File: config.mk
export PLATFORM = sky130hd
export DESIGN_NAME = time_keeper
export DESIGN_NICKNAME = d
export VERILOG_FILES = /design/src/rtl/time_keeper.sv
export SDC_FILE = /design/constraint.sdc
export NUM_CORES = 1
export LEC_CHECK = 0
export CAP_MARGIN = 20
export CORE_MARGIN = 2
export CORE_UTILIZATION = 40
export DETAILED_ROUTE_END_ITERATION = 16
export RECOVER_POWER = 25
export SLEW_MARGIN = 20
export SYNTH_ARGS = -nofsm -noshare
export SYNTH_HDL_FRONTEND = slang
export SYNTH_SLANG_ARGS = --single-unit
File: constraint.sdc
create_clock -name clk -period 6.4 [get_ports clk]
set_input_delay 1.28 -clock clk [delete_from_list [all_inputs] [get_ports clk]]
set_output_delay 1.28 -clock clk [all_outputs]
set_load 0.005 [all_outputs]
File: src/rtl/time_keeper.sv
// time_keeper: BCD hh:mm:ss time-of-day counter with a one-second prescaler and two debounced set buttons.
// Defining TIME_KEEPER_AUTO_REPEAT_EN adds auto-repeat presses while a button is held.
module time_keeper #(
  parameter int TICKS_PER_SEC   = 31_500_000,
  parameter int DEBOUNCE_CYCLES = 315_000
) (
  input  logic       clk,
  input  logic       reset,
  input  logic       btn_hrs,
  input  logic       btn_min,
  output logic [3:0] sec_u,
  output logic [2:0] sec_d,
  output logic [3:0] min_u,
  output logic [2:0] min_d,
  output logic [3:0] hrs_u,
  output logic [1:0] hrs_d,
  output logic       sec_pulse
);
  localparam int PW = $clog2(TICKS_PER_SEC);
  localparam int DW = $clog2(DEBOUNCE_CYCLES + 1);
  logic [PW-1:0] pre_q, pre_d;
  logic          pend_q, pend_d, pulse_q, pulse_d;
  logic [3:0]    su_q, su_d, mu_q, mu_d, hu_q, hu_d;
  logic [2:0]    sd_q, sd_d, md_q, md_d;
  logic [1:0]    hd_q, hd_d;
  logic [1:0]    raw, press;
  logic          tick, te, apply, su9, sd5, mu9, md5, hr_last, inc_min, inc_hr;
  assign raw = {btn_min, btn_hrs};
  for (genvar b = 0; b < 2; b++) begin : g_btn
    logic s1_q, s2_q, deb_q, prev_q, done;
    logic [DW-1:0] cnt_q;
    // the counter only runs while the synchronised level disagrees with the accepted one
    assign done = s2_q != deb_q && cnt_q == DW'(DEBOUNCE_CYCLES - 1);
    always_ff @(posedge clk) begin
      if (reset) begin
        s1_q   <= 1'b0;
        s2_q   <= 1'b0;
        deb_q  <= 1'b0;
        prev_q <= 1'b0;
        cnt_q  <= '0;
      end else begin
        s1_q   <= raw[b];
        s2_q   <= s1_q;
        prev_q <= deb_q;
        deb_q  <= deb_q ^ done;
        cnt_q  <= (s2_q == deb_q || done) ? '0 : cnt_q + 1'b1;
      end
    end
`ifdef TIME_KEEPER_AUTO_REPEAT_EN
    localparam int HALF = TICKS_PER_SEC / 2;
    localparam int STEP = TICKS_PER_SEC >= 8 ? TICKS_PER_SEC / 8 : 1;
    localparam int RW   = $clog2(HALF + 1);
    logic [RW-1:0] rep_q;
    logic          rep;
    // after the first repeat, reload so the next one lands STEP cycles later
    assign rep = deb_q && rep_q == RW'(HALF);
    always_ff @(posedge clk)
      rep_q <= (reset || !deb_q) ? '0 : rep ? RW'(HALF - STEP + 1) : rep_q + 1'b1;
    assign press[b] = (deb_q & ~prev_q) | rep;
`else
    assign press[b] = deb_q & ~prev_q;
`endif
  end
  assign tick    = pre_q == PW'(TICKS_PER_SEC - 1);
  assign te      = tick | pend_q;
  assign apply   = te & ~|press;
  assign su9     = su_q == 4'd9;
  assign sd5     = sd_q == 3'd5;
  assign mu9     = mu_q == 4'd9;
  assign md5     = md_q == 3'd5;
  assign hr_last = hd_q == 2'd2 && hu_q == 4'd3;
  // a minutes press never carries into hours; only the tick cascade does
  assign inc_min = press[1] | (apply & su9 & sd5);
  assign inc_hr  = press[0] | (apply & su9 & sd5 & mu9 & md5);
  always_comb begin
    su_d    = press[1] ? 4'd0 : apply ? (su9 ? 4'd0 : su_q + 4'd1) : su_q;
    sd_d    = press[1] ? 3'd0 : (apply & su9) ? (sd5 ? 3'd0 : sd_q + 3'd1) : sd_q;
    mu_d    = inc_min ? (mu9 ? 4'd0 : mu_q + 4'd1) : mu_q;
    md_d    = (inc_min & mu9) ? (md5 ? 3'd0 : md_q + 3'd1) : md_q;
    hu_d    = inc_hr ? ((hr_last | hu_q == 4'd9) ? 4'd0 : hu_q + 4'd1) : hu_q;
    hd_d    = inc_hr ? (hr_last ? 2'd0 : hu_q == 4'd9 ? hd_q + 2'd1 : hd_q) : hd_q;
    pre_d   = (press[1] | tick) ? '0 : pre_q + 1'b1;
    pend_d  = ~press[1] & |press & te;
    pulse_d = apply;
  end
  always_ff @(posedge clk) begin
    if (reset) begin
      su_q    <= '0;
      sd_q    <= '0;
      mu_q    <= '0;
      md_q    <= '0;
      hu_q    <= '0;
      hd_q    <= '0;
      pre_q   <= '0;
      pend_q  <= 1'b0;
      pulse_q <= 1'b0;
    end else begin
      su_q    <= su_d;
      sd_q    <= sd_d;
      mu_q    <= mu_d;
      md_q    <= md_d;
      hu_q    <= hu_d;
      hd_q    <= hd_d;
      pre_q   <= pre_d;
      pend_q  <= pend_d;
      pulse_q <= pulse_d;
    end
  end
  assign sec_u     = su_q;
  assign sec_d     = sd_q;
  assign min_u     = mu_q;
  assign min_d     = md_q;
  assign hrs_u     = hu_q;
  assign hrs_d     = hd_q;
  assign sec_pulse = pulse_q;
endmodule

; ---- Word-level counts from Yosys, hierarchy flattened
; Cells that the tools add are included.
[totals]
ff_bits = 93
latch_bits = 0
ram_bits = 0
romBits = 0
inputBits = 4
out_inout_bits = 21
word_cells = 82
n_memories = 0
[op_classes]
add_sub_neg = 9
mul = 0
n_div = 0
magnitude_cmp = 0
n_eq_ne = 14
shift = 0
n_mux = 7
bitwise = 20
n_reduce_logical = 13
[ops]
columns = op, count
row1 = 19-bit by 1-bit adder with 19-bit output (second input constant), 2
row2 = 19-bit == test (second input constant), 2
row3 = 25-bit by 1-bit adder with 25-bit output (second input constant), 1
row4 = 25-bit == test (second input constant), 1
row5 = 4-bit by 1-bit adder with 4-bit output (second input constant), 3
row6 = 4-bit == test (second input constant), 3
row7 = 4-bit two-way mux, 3
row8 = 1-bit AND, 10
row9 = 2-bit OR reduction, 5
row10 = 3-bit by 1-bit adder with 3-bit output (second input constant), 2
row11 = 3-bit == test (second input constant), 2
row12 = 3-bit two-way mux, 2
row13 = 1-bit bitwise OR, 5
row14 = 4-bit by 2-bit == test with 1-bit output (second input constant), 1
row15 = 2-bit two-way mux, 2
row16 = 1-bit logical AND, 3
row17 = 1-bit NOT, 3
row18 = 2-bit by 1-bit adder with 2-bit output (second input constant), 1
row19 = 1-bit == test, 2
row20 = 2-bit == test (second input constant), 1
row21 = 1-bit logical OR, 2
row22 = 1-bit inequality test, 2
row23 = 2-bit AND reduction, 1
row24 = 2-bit nonzero test, 1
row25 = other kinds (2), 3

; ---- Logic depth before layout (Yosys ltp)
[depth]
depth_word = 11
mapped_depth = 8
ltp_nobuf = 7

; ---- Worst setup path after synthesis
; No wires, ideal clock.
[synth_timing]
kind = flip-flop to flip-flop
from = reg pre_q[0]
to = reg md_q[0] (netlist: min_d[0])
setup_time_ns = 0.121
arrival_ns = 2.180
required_ns = 6.279
setup_slack_ns = 4.100
path_stages_with_launch = 8
path_buffers = 1
period_less_slack_ns = 2.300
cell_sequence = dfxtp_1 -> ha_1 -> nand4_1 -> or4_4 -> o21a_1 -> buf_6 -> nor4b_1 -> mux2_2
[synth_via]
elab_chain_len = 7
[synth_lines]
columns = element, line
row1 = from (decl), 21  ; logic [PW-1:0] pre_q, pre_d;
row2 = from (signal assigned), 104  ; pre_q <= pre_d;
row3 = 25-bit == test, 64  ; assign tick = pre_q == PW'(TICKS_PER_SEC - 1);
row4 = 1-bit bitwise OR, 65  ; assign te = tick | pend_q;
row5 = 1-bit AND, 66  ; assign apply = te & ~|press;
row6 = 1-bit AND (2 in a row), 73  ; assign inc_min = press[1] | (apply & su9 & sd5);
row7 = 1-bit bitwise OR, 73
row8 = 1-bit AND, 79  ; md_d = (inc_min & mu9) ? (md5 ? 3'd0 : md_q + 3'd1) : md_q;
row9 = to (signal assigned), 101  ; md_q <= md_d;
row10 = to (decl), 24  ; logic [2:0] sd_q, sd_d, md_q, md_d;
; No other way between the ends.
; A chain may end at the register's enable or synchronous reset.

; ---- Worst setup path in the final report
[layout_timing]
from = in reset
to = reg pre_q[20]
[layout_via]
elab_chain_len = 1
[layout_lines]
columns = element, line
row1 = from (decl), 8  ; input logic reset,
row2 = 2-bit OR reduction (no line), -
; No other way between the ends.

==> impl_metrics.tcl <==
set metrics [dict create \
    root_buffer "clkbuf_8" \
    regToRegEndpoint "pre_q[20]" \
    met1_usage 0.1969 \
    cts_max_level 3 \
    gp_congestion 0.7941 \
    power_mw 1.076 \
    grt.busiest_layer "met2" \
    synth_edf_count 0 \
    dp_hpwl_mm 6.008 \
    cts.sinks 93 \
    grt_pass1_wl_mm 14.95 \
    power.internal_uw 848.1 \
    cts_setup_buffers 0 \
    grt_overflow 0 \
    yosysSeqAreaShare 0.4329 \
    start_util 0.4147 \
    rrSetupSlack_ns 3.89 \
    switching_power_uw 227.6 \
    antenna_left 0 \
    met2_usage 0.2588 \
    rows 37 \
    worstSetupPathType "in2reg" \
    fill_cells 1020 \
    critPathMaxFanout 27 \
    slew_headroom 0.2428 \
    slew_violations 0 \
    rsz0062_at_grt "no" \
    status "finished, final reports clean" \
    syn_area_per_cell_um2 8.566 \
    vdd_drop_max_v 0.0001879 \
    clk_pin_slew_ns 0.09 \
    endpoint "pre_q[20]" \
    clock_skew_ns 0.007738 \
    drt_iter0_markers 236 \
    die_h_um 107.7 \
    seq_power_share 0.545 \
    min_path_type "reg2reg" \
    syn_nets 511 \
    max_freq_ghz 0.2628 \
    routed_wl_mm 8.655 \
    grt_pass1_vias 3276 \
    startpoint "reset" \
    critPathRequiredTime_ns 6.62 \
    layout-drive-gt1-share 0.04934 \
    min_period_ns 3.805 \
    wire_per_inst_um 13.05 \
    p_comb_frac 0.020 \
    synthAdderAreaFrac 0.01455 \
    ys_warn_count 0 \
    critical_path_depth 6 \
    period_share 0.5945 \
    synth_top_family_by_area "simple AND/OR/NAND/NOR gates" \
    cts_buffers 9 \
    crit_family "buffers and inverters" \
    drc 0 \
    cts_tree "built" \
    worst_path_largest_cell_delay_ns 0.83 \
    die_w_um 107.7 \
    port_buffers 24 \
    p_sw_frac 0.2116 \
    clk_latency_ns 0.37 \
    layout_commonest_cell "dfxtp_1" \
    r2r_cells 6 \
    clkPwrFrac 0.435 \
    cp_slowest_cell "clkbuf_1" \
    ys_types 57 \
    async_flop_share 0 \
    ys.flop_type "dfxtp_1" \
    nets 532 \
    p_leak_nw 1.525 \
    crit_chain "dlygate4sd3_1 -> clkbuf_1 -> nor2_1 -> o21ai_1 -> clkbuf_1 -> nor2_1" \
    synth_mux_area_frac 0.01688 \
    area_growth_pct 13.38 \
    num_vias 3420 \
    worst_slew_pin_slew_ns 1.136 \
    hold_violations 0 \
    antenna_found_initial 0 \
    syn_area_um2 4300 \
    die_area_um2 11600 \
    cts_hold_buf 0 \
    dr.pass1.iters 6 \
    worstReg2RegStart "pre_q[0]" \
    syn_inst 502 \
    grtUsageTotal 0.1595 \
    p_per_area_nw_per_um2 220.6 \
    crit_buf_inv 3 \
    grt_max_degree 28 \
    end_kind "register" \
    synth_compound_area_frac 0.07390 \
    viasPerCell 5.158 \
    tns_ns 0 \
    cts_resized 0 \
    cap_violations 0 \
    synth-simple-area-share 0.3171 \
    synth_seq_cells 93 \
    yosys.area_share.xor_xnor 0.1141 \
    layout_common_cells "dfxtp_1, nor2_1, xnor2_1" \
    worstPathArrival_ns 4.02 \
    pin_count 25 \
    clockBufferDepth 2 \
    finalSetupViolCount 0 \
    grtUsageMet3 0.05266 \
    n_antenna_cell 0 \
    core_area_um2 10370 \
    startpoint_type "primary input" \
]
[how the worst min path moves through the flow]
stage,startpoint,end,depth (start not counted)
final,g_btn[1].s1_q,g_btn[1].s2_q,1
after global routing,g_btn[1].s1_q,g_btn[1].s2_q,1
after CTS,g_btn[1].s1_q,g_btn[1].s2_q,1
after detailed placement,g_btn[1].s1_q,g_btn[1].s2_q,1
after global placement,g_btn[0].s1_q,g_btn[0].s2_q,1
after floorplan,g_btn[1].cnt_q[0],g_btn[1].cnt_q[0],1
[power by group through the flow]
stage	Combinational, mW	Sequential [mW]	Clock, mW
6_report	0.0218	0.586	0.468
5_1_grt	0.0251	0.587	0.508
4_1_cts	0.0228	0.586	0.479
3_5_place_dp	0.0228	0.600	0
3_3_place_gp	0.0224	0.600	0
2_1_floorplan	0.0154	0.599	0
[worst register-to-register path, delay by kind of cell (launching register included)]
kind / cells / cell delay, ns
AND/OR/NAND/NOR: 3 / 0.85
flip-flops: 1 / 0.36
AO/OA/AOI/OAI: 1 / 0.14
buffers and inverters: 1 / 0.78
adder cells (fa/ha/maj): 1 / 0.23
[sequential cells by signal (all words and copies together) (netlist names), named ones only]
register and cells:
g_btn.cnt_q 38, g_btn.prev_q 2, g_btn.s1_q 2, g_btn.s2_q 2, hrs_d 2, hrs_u 4
min_d 3, min_u 4, pend_q 1, pre_q 25, sec_d 3, sec_pulse 1
sec_u 4
[cell type report]
cell class / instances / area, µm² / share of cell area
clock inverters: 6 / 112.6 / 0.02309
well taps: 136 / 170.2 / 0.03490
inverters: 14 / 52.55 / 0.01078
multi-input cells: 379 / 2307 / 0.4732
repair buffers: 26 / 247.7 / 0.05081
flip-flops and latches: 93 / 1862 / 0.3818
clock buffers: 9 / 123.9 / 0.02540
[routing by layer]
layer,vias up,share of wire
met5,-,0
met4,0,0.019
met3,19,0.048
met2,63,0.46
met1,1558,0.48
li1,1780,-
[cell usage after synthesis (2+ instances only)]
cell,instances,area (µm²)
and4_1,6,52.55
nand2_1,34,127.6
buf_2,3,15.01
o31ai_1,6,45.04
nand3b_1,4,30.03
clkbuf_1,10,37.54
nand4_1,10,62.56
o21ai_0,11,55.05
nand3_1,22,110.1
inv_1,14,52.55
dfxtp_1,93,1862
o311ai_0,2,17.52
xnor2_1,39,341.6
or4_1,7,52.55
nor2b_1,12,75.07
a31oi_1,6,37.54
or3_1,9,56.30
mux2i_1,5,50.05
nor4b_1,4,35.03
mux2_2,2,22.52
nor2_1,87,326.6
buf_6,2,22.52
and3_1,12,75.07
ha_1,5,62.56
nor3_1,16,80.08
nor4_1,9,56.30
nand4b_1,3,26.28
nand2b_1,7,43.79
and2_1,4,25.02
xor2_1,17,148.9
a21oi_1,13,65.06
or2_2,3,18.77
[stage by stage]
stage          hold WS (ns)  instance area, µm²  utilization  setup WS [ns]  std cells
2_1_floorplan        0.4132                4300            -          4.100        502
4_1_cts              0.4453                4883       0.4709          3.651        663
3_3_place_gp         0.4209                4647       0.4481          3.380        648
3_5_place_dp         0.4234                4647       0.4481          3.334        648
5_1_grt              0.4677                4876       0.4702          2.257        663
6_report             0.4416                4876       0.4702          2.595        663
[cells by family (layout without fill, tap and decap cells)]
kind of cell               Yosys count  in the layout
adders and majority gates            5              5
and+or+nand+nor                    261            261
buffers and inverters               30             55
DFF                                 93             93
muxes                                7              7
xor gates and xnor gates            56             56
AOI/OAI and AO/OA                   50             50
Power figures use the tool's default switching activity.
